## config.mk

```make
export PLATFORM = sky130hd
export DESIGN_NAME = mac_dot_engine
export DESIGN_NICKNAME = d
export VERILOG_FILES = /design/src/rtl/mac_pkg.sv /design/src/rtl/mac_round_sat.sv /design/src/rtl/mac_dot_engine.sv
export SDC_FILE = /design/constraint.sdc
export NUM_CORES = 2
export LEC_CHECK = 0
export CORE_ASPECT_RATIO = 0.8
export CORE_MARGIN = 2
export CORE_UTILIZATION = 39
export DETAILED_ROUTE_END_ITERATION = 10
export SLEW_MARGIN = 10
export SYNTH_ARGS = -nofsm -noshare
export SYNTH_HDL_FRONTEND = slang
export SYNTH_SLANG_ARGS = --single-unit
```

## constraint.sdc

```tcl
create_clock -name i_clk -period 9.9 [get_ports i_clk]
set_clock_uncertainty 0.1 [all_clocks]
set_input_delay 0.99 -clock i_clk [delete_from_list [all_inputs] [get_ports i_clk]]
set_output_delay 0.99 -clock i_clk [all_outputs]
set_load 0.02 [all_outputs]
```

## src/rtl/mac_pkg.sv

```systemverilog
// Shared types and default widths for the multiply-accumulate dot-product engine.
package mac_pkg;

  typedef enum logic [1:0] {
    IDLE  = 2'd0,
    ACC   = 2'd1,
    DRAIN = 2'd2,
    OUT   = 2'd3
  } mac_state_t;

  localparam int MAC_DATA_W  = 16;
  localparam int MAC_ACC_W   = 48;
  localparam int MAC_OUT_W   = 32;
  localparam int MAC_LEN_W   = 10;
  localparam int MAC_SHIFT_W = 6;

  localparam int CONV_LEN = 25;
  localparam int FC_LEN   = 192;

endpackage

```

## src/rtl/mac_round_sat.sv

```systemverilog
// Combinational rounding arithmetic right shift followed by clip to the signed
// output range; o_sat flags that the clip was applied.
module mac_round_sat
  import mac_pkg::*;
#(
  parameter int ACC_W   = MAC_ACC_W,
  parameter int OUT_W   = MAC_OUT_W,
  parameter int SHIFT_W = MAC_SHIFT_W
) (
  input  logic signed [ACC_W-1:0]   i_acc,
  input  logic        [SHIFT_W-1:0] i_shift,
  output logic signed [OUT_W-1:0]   o_data,
  output logic                      o_sat
);

  // One guard bit so adding the rounding half cannot overflow.
  localparam logic signed [ACC_W:0] MAX_V = {{(ACC_W-OUT_W+2){1'b0}}, {(OUT_W-1){1'b1}}};
  localparam logic signed [ACC_W:0] MIN_V = {{(ACC_W-OUT_W+2){1'b1}}, {(OUT_W-1){1'b0}}};

  logic signed [ACC_W:0] w_ext;
  logic signed [ACC_W:0] w_half;
  logic signed [ACC_W:0] w_rnd;
  logic signed [ACC_W:0] w_shr;
  logic                  w_big;

  always_comb begin
    w_ext  = (ACC_W+1)'(i_acc);
    w_half = '0;
    if (i_shift != '0) w_half = (ACC_W+1)'(1) << (i_shift - SHIFT_W'(1));
    w_rnd  = w_ext + w_half;
    w_shr  = w_rnd >>> i_shift;
    w_big  = {{(32-SHIFT_W){1'b0}}, i_shift} >= ACC_W;
    if (w_big) w_shr = i_acc[ACC_W-1] ? '1 : '0;

    o_sat  = 1'b0;
    o_data = w_shr[OUT_W-1:0];
    if (w_shr > MAX_V) begin
      o_sat  = 1'b1;
      o_data = MAX_V[OUT_W-1:0];
    end else if (w_shr < MIN_V) begin
      o_sat  = 1'b1;
      o_data = MIN_V[OUT_W-1:0];
    end
  end

endmodule

```

## src/rtl/mac_dot_engine.sv

```systemverilog
// Handshaked signed MAC engine: bias + sum(a*b) over a per-job length, then round,
// shift and saturate. Optional ReLU on the result when MAC_DOT_RELU_EN is defined.
//
// state | meaning
// IDLE  | waiting for start; job parameters latched on start
// ACC   | accepting operand beats, one registered product per beat
// DRAIN | last product folds into the accumulator
// OUT   | result held until the consumer takes it
module mac_dot_engine
  import mac_pkg::*;
#(
  parameter int DATA_W  = MAC_DATA_W,
  parameter int ACC_W   = MAC_ACC_W,
  parameter int LEN_W   = MAC_LEN_W,
  parameter int OUT_W   = MAC_OUT_W,
  parameter int SHIFT_W = MAC_SHIFT_W
) (
  input  logic                      i_clk,
  input  logic                      i_reset,
  input  logic                      i_start,
  input  logic        [LEN_W-1:0]   i_len,
  input  logic signed [DATA_W-1:0]  i_bias,
  input  logic        [SHIFT_W-1:0] i_shift,
`ifdef MAC_DOT_RELU_EN
  input  logic                      i_relu,
`endif
  input  logic                      i_in_valid,
  output logic                      o_in_ready,
  input  logic signed [DATA_W-1:0]  i_a,
  input  logic signed [DATA_W-1:0]  i_b,
  output logic                      o_out_valid,
  input  logic                      i_out_ready,
  output logic signed [OUT_W-1:0]   o_out_data,
  output logic                      o_out_sat,
  output logic                      o_busy
);

  localparam int PROD_W = 2 * DATA_W;

  mac_state_t r_state, w_state_next;

  logic signed [ACC_W-1:0]  r_acc;
  logic        [LEN_W-1:0]  r_remaining;
  logic signed [PROD_W-1:0] r_prod;
  logic                     r_prod_vld;
  logic        [SHIFT_W-1:0] r_shift;
  logic                     r_out_valid;
  logic signed [OUT_W-1:0]  r_out_data;
  logic                     r_out_sat;

  logic                     w_start_job;
  logic                     w_beat;
  logic                     w_load_out;
  logic                     w_out_fire;
  logic signed [OUT_W-1:0]  w_sat_data;
  logic signed [OUT_W-1:0]  w_res_data;
  logic                     w_sat;

  assign w_start_job = (r_state == IDLE) && i_start;
  assign w_beat      = (r_state == ACC) && i_in_valid;
  assign w_out_fire  = r_out_valid && i_out_ready;
  // An empty job has nothing to drain, so its result is captured one cycle early.
  assign w_load_out  = ((r_state == DRAIN) && !r_prod_vld) ||
                       ((r_state == OUT) && !r_out_valid);

  always_ff @(posedge i_clk) begin
    if (i_reset) r_state <= IDLE;
    else         r_state <= w_state_next;
  end

  always_comb begin
    w_state_next = r_state;
    case (r_state)
      IDLE:    if (i_start) w_state_next = (i_len != '0) ? ACC : DRAIN;
      ACC:     if (w_beat && (r_remaining == LEN_W'(1))) w_state_next = DRAIN;
      DRAIN:   w_state_next = OUT;
      OUT:     if (w_out_fire) w_state_next = IDLE;
      default: w_state_next = IDLE;
    endcase
  end

  always_ff @(posedge i_clk) begin
    if (i_reset) begin
      r_acc       <= '0;
      r_remaining <= '0;
      r_prod      <= '0;
      r_prod_vld  <= 1'b0;
      r_shift     <= '0;
      r_out_valid <= 1'b0;
      r_out_data  <= '0;
      r_out_sat   <= 1'b0;
    end else begin
      r_prod_vld <= w_beat;
      if (w_beat) begin
        r_prod      <= PROD_W'(i_a) * PROD_W'(i_b);
        r_remaining <= r_remaining - LEN_W'(1);
      end
      if (w_start_job) begin
        r_acc       <= ACC_W'(i_bias);
        r_remaining <= i_len;
        r_shift     <= i_shift;
      end else if (r_prod_vld) begin
        r_acc <= r_acc + ACC_W'(r_prod);
      end
      if (w_load_out) begin
        r_out_valid <= 1'b1;
        r_out_data  <= w_res_data;
        r_out_sat   <= w_sat;
      end else if (w_out_fire) begin
        r_out_valid <= 1'b0;
      end
    end
  end

  mac_round_sat #(
    .ACC_W   (ACC_W),
    .OUT_W   (OUT_W),
    .SHIFT_W (SHIFT_W)
  ) u_round_sat (
    .i_acc   (r_acc),
    .i_shift (r_shift),
    .o_data  (w_sat_data),
    .o_sat   (w_sat)
  );

`ifdef MAC_DOT_RELU_EN
  logic r_relu;

  always_ff @(posedge i_clk) begin
    if (i_reset)          r_relu <= 1'b0;
    else if (w_start_job) r_relu <= i_relu;
  end

  assign w_res_data = (r_relu && w_sat_data[OUT_W-1]) ? '0 : w_sat_data;
`else
  assign w_res_data = w_sat_data;
`endif

  assign o_in_ready  = (r_state == ACC);
  assign o_busy      = (r_state != IDLE);
  assign o_out_valid = r_out_valid;
  assign o_out_data  = r_out_data;
  assign o_out_sat   = r_out_sat;

endmodule

```

==> Implementation_results.wiki <==
{| class="wikitable"
! Metric !! Value
|-
| Area of all placed cells without fillers || 26200 sq um
|-
| Worst Hold Margin || about 0.36 ns
|-
| Library cell occupying the most area in the post-synthesis netlist || sky130_fd_sc_hd__fa_1
|-
| Synthesized area || between 20000 and 25000 sq um
|-
| Core region area || 60900 sq um
|-
| Seq cells post-synth || 133
|-
| Leading register cell type out of synthesis || sky130_fd_sc_hd__dfxtp_1
|-
| Number of synthesized flops with an enable pin || 0
|-
| Minimum clock period || ~8.4 ns
|-
| DRT Pass-1 Iters || 6
|-
| Count of H-tree levels built during CTS || 4
|-
| Hold WC Path Type || flop to flop
|-
| Number of buffers and inverters on the critical path || 4
|-
| Total negative setup slack || 0 ns
|-
| Top cell family by delay on the critical path || adder cells
|-
| Number of max-capacitance violations reported || 0
|-
| Rows || 81
|-
| Most common cell in the synthesized netlist || sky130_fd_sc_hd__nand2_1
|-
| Count of boundary I/O pins || 105
|-
| CP Data Arrival Time || 8.63 ns
|-
| Max Freq || 119 MHz
|-
| Setup repair bufs after CTS || 0
|-
| Global-route wire length before repair || between 100 and 150 mm
|-
| Worst path slowest cell || sky130_fd_sc_hd__clkdlybuf4s50_1
|-
| Result of the run || finished clean
|-
| Vias per cell || around 5.6
|-
| Post-synthesis async set-or-reset flop share || 0
|-
| Sequential cell area || approximately 2700 sq um
|-
| Floorplan die height || between 200 and 250 um
|-
| Placed insts || 3820
|-
| Initial Util || 0.393
|-
| Worst Setup End Kind || flop
|-
| Power density relative to cell area || ~330 nW/um^2
|-
| Tightest slew margin relative to the limit || 0.223
|-
| Combined area of the multi-input logic cells || 19400 sq um
|-
| Chip width || 281 um
|-
| Total grt overflow || 0
|-
| Total count of hold-check failures in the final report || 0
|-
| Routed WL per cell || 18.5 um
|-
| Cells taking the most area after synthesis || sky130_fd_sc_hd__fa_1 22%, sky130_fd_sc_hd__dfxtp_1 11%, sky130_fd_sc_hd__ha_1 9.6%, sky130_fd_sc_hd__nand2_1 5.9%, sky130_fd_sc_hd__inv_1 5.0%
|-
| Area growth from synthesis to final layout || 9.43%
|-
| Post-placement cell area || 25600 sq um
|-
| Synthesized net count || 3534
|-
| Setup violations, final || 0
|-
| Top fanout value on the critical path || 16
|-
| CTS hold repair buffers || 0
|-
| Final HPWL from detailed placement || 57.3 mm
|-
| Cell types with the highest counts after synthesis || 376 x sky130_fd_sc_hd__nand2_1, 318 x sky130_fd_sc_hd__inv_1, 264 x sky130_fd_sc_hd__fa_1, 240 x sky130_fd_sc_hd__nor2_1, 227 x sky130_fd_sc_hd__a21oi_1
|-
| Post-synth cell types || 94
|-
| Startpoint-to-endpoint class of the critical path || primary input to flop
|-
| Design Power || 8.75 mW
|-
| Synthesized instance count || 3017
|-
| Last weighted congestion value of the routability-driven placer || 0.945
|-
| Clock tree from TritonCTS || built
|-
| Share of the core filled with cells in the final layout || 0.430
|-
| Cell chosen for the clock root || sky130_fd_sc_hd__clkbuf_16
|-
| Clock buffers created by TritonCTS || 17
|-
| Number of nets in the finished design || approximately 3500
|-
| First DRT Iteration DRCs || 2223
|-
| Sequential-to-total area share from yosys stat || 0.111
|-
| Initial antenna violation count || 0
|-
| Worst path required time || 10.11 ns
|-
| Buffers from clock root to sink, at most || 2
|-
| Synth Area per Inst || 7.94 sq um
|-
| Post-placement setup slack || 1.05 ns
|-
| Layout fillers || 6169
|-
| Pin slew with the least headroom to its limit || 1.17 ns
|-
| Cell with the most instances on the worst path || sky130_fd_sc_hd__fa_1
|-
| Via count of the first global-routing pass || 19989
|-
| DRT antenna net count || 0
|-
| Number of port buffers || 104
|-
| Post-detailed-routing wire length || 71.1 mm
|-
| RSZ-0062 raised after global routing || no
|-
| Slack of the critical path || 1.48 ns
|-
| Inserted Diodes || 0
|-
| Max incr delay on CP || just over 0.9 ns
|-
| Final number of max-transition violations || 0
|-
| Fin crit share || 0.851
|-
| Non-filler instance count after layout || approximately 3900
|-
| Global router's overall resource usage || 0.226
|-
| Kind of launch point of the worst setup path || primary input
|-
| Total number of yosys warnings || 0
|-
| Area of the die || 63400 sq um
|-
| Clk sinks || ~130
|-
| Drc violations || 0
|-
| Leakage dissipation || approximately 12 nW
|-
| Largest net degree at the start of global routing || 80
|-
| Clock-pin slew reported for the worst setup and hold paths after clock tree synthesis || 0.06 ns
|-
| Layout cell share with drive strength beyond 1 || 0.0470
|-
| Top-area cell type share of the netlist area || 0.221
|-
| Clock network latency to the later pin of the worst-skew pair || 0.45 ns
|-
| Count of instances resized after the clock tree is built || 0
|-
| Overall via count from detail_route || about 21000
|-
| Highest ir drop seen on vdd || between 0.5 and 0.6 mV
|-
| CP cell instances || clkdlybuf4s50_1, nand2_1, fa_1, inv_1, fa_1, fa_1, fa_1, inv_1, fa_1, inv_1, fa_1, ha_1, and2_1, o21ai_0, and3_1, o31ai_1, o41ai_1, nor3_1, a2111oi_0, o21bai_1, a21oi_1, o21ai_0, xnor2_1, a21oi_1
|}
## placed cells by master (no fill, tap or decap), types with 27 or more instances in the layout
cell,n
sky130_fd_sc_hd__nand2_1,375
sky130_fd_sc_hd__inv_1,318
sky130_fd_sc_hd__fa_1,264
sky130_fd_sc_hd__nor2_1,240
sky130_fd_sc_hd__a21oi_1,227
sky130_fd_sc_hd__ha_1,184
sky130_fd_sc_hd__dfxtp_1,132
sky130_fd_sc_hd__o21ai_0,131
sky130_fd_sc_hd__and2_1,120
sky130_fd_sc_hd__clkdlybuf4s50_1,103
sky130_fd_sc_hd__mux2i_1,92
sky130_fd_sc_hd__xnor2_1,85
sky130_fd_sc_hd__nor3_1,62
sky130_fd_sc_hd__a211oi_1,62
sky130_fd_sc_hd__nand3_1,47
sky130_fd_sc_hd__a21o_1,40
sky130_fd_sc_hd__xor2_1,40
sky130_fd_sc_hd__nand2b_1,36
sky130_fd_sc_hd__o211ai_1,29
sky130_fd_sc_hd__o22ai_1,28
sky130_fd_sc_hd__buf_4,27
## cells by family after synthesis
logic type | count (synthesis) | share of synthesized area
AOI/OAI and AO/OA | 718 | 0.195
xor gates and xnor gates | 127 | 0.0476
adders and majority gates | 448 | 0.317
buffers and inverters | 481 | 0.0781
DFF | 133 | 0.111
muxes | 123 | 0.0606
and+or+nand+nor | 987 | 0.191
## registers in the layout (all words and copies together), names as in the netlist, 2 cells and up
| register | count |
|---|---|
| r_acc | 48 |
| o_out_data | 32 |
| r_prod | 32 |
| r_remaining | 10 |
| r_shift | 6 |
| r_state | 2 |
## path summary, 6_finish.rpt
path / slack (ns) / cells after the start / start / to
setup / recovery: 1.48 / 24 / i_b[6] / r_prod[31]$_SDFFE_PP0P_
hold / removal: 0.36 / 2 / r_prod[25]$_SDFFE_PP0P_ / r_prod[25]$_SDFFE_PP0P_
setup reg to reg: 1.74 / 23 / r_shift[0]$_SDFFE_PP0P_ / o_out_data[9]$_SDFFE_PP0P_
hold reg to reg: 0.36 / 2 / r_prod[25]$_SDFFE_PP0P_ / r_prod[25]$_SDFFE_PP0P_
## metal layers
| metal | up-vias | wire length (um) | track usage |
|---|---|---|---|
| met4 | 0 | 1200 | 0.0450 |
| met1 | 10274 | 35400 | 0.356 |
| met2 | 796 | 28800 | 0.313 |
| met5 | - | 0 | 0 |
| met3 | 85 | 5720 | 0.0455 |
| li1 | 10284 | - | - |
## tightest hold or removal path: stages (launching register included)
cell and delay [ns]:
sky130_fd_sc_hd__dfxtp_1 0.31, sky130_fd_sc_hd__nand2_1 0.05, sky130_fd_sc_hd__a21oi_1 0.05
## report_power, final
part | internal [mW] | switching, mW
clock network | 0.425 | 0.275
logic | 3.10 | 4.10
registers | 0.693 | 0.150
## cell type report
cell class,instances,area share
Timing Repair Buffer,130,0.0471
Multi-Input combinational cell,2403,0.741
Tap cell,830,0.0396
Clock inverter,13,0.00750
Clock buffer,18,0.0164
Sequential cell,133,0.102
Inverter,324,0.0464
Note: power is estimated with default switching activity, not from simulation.
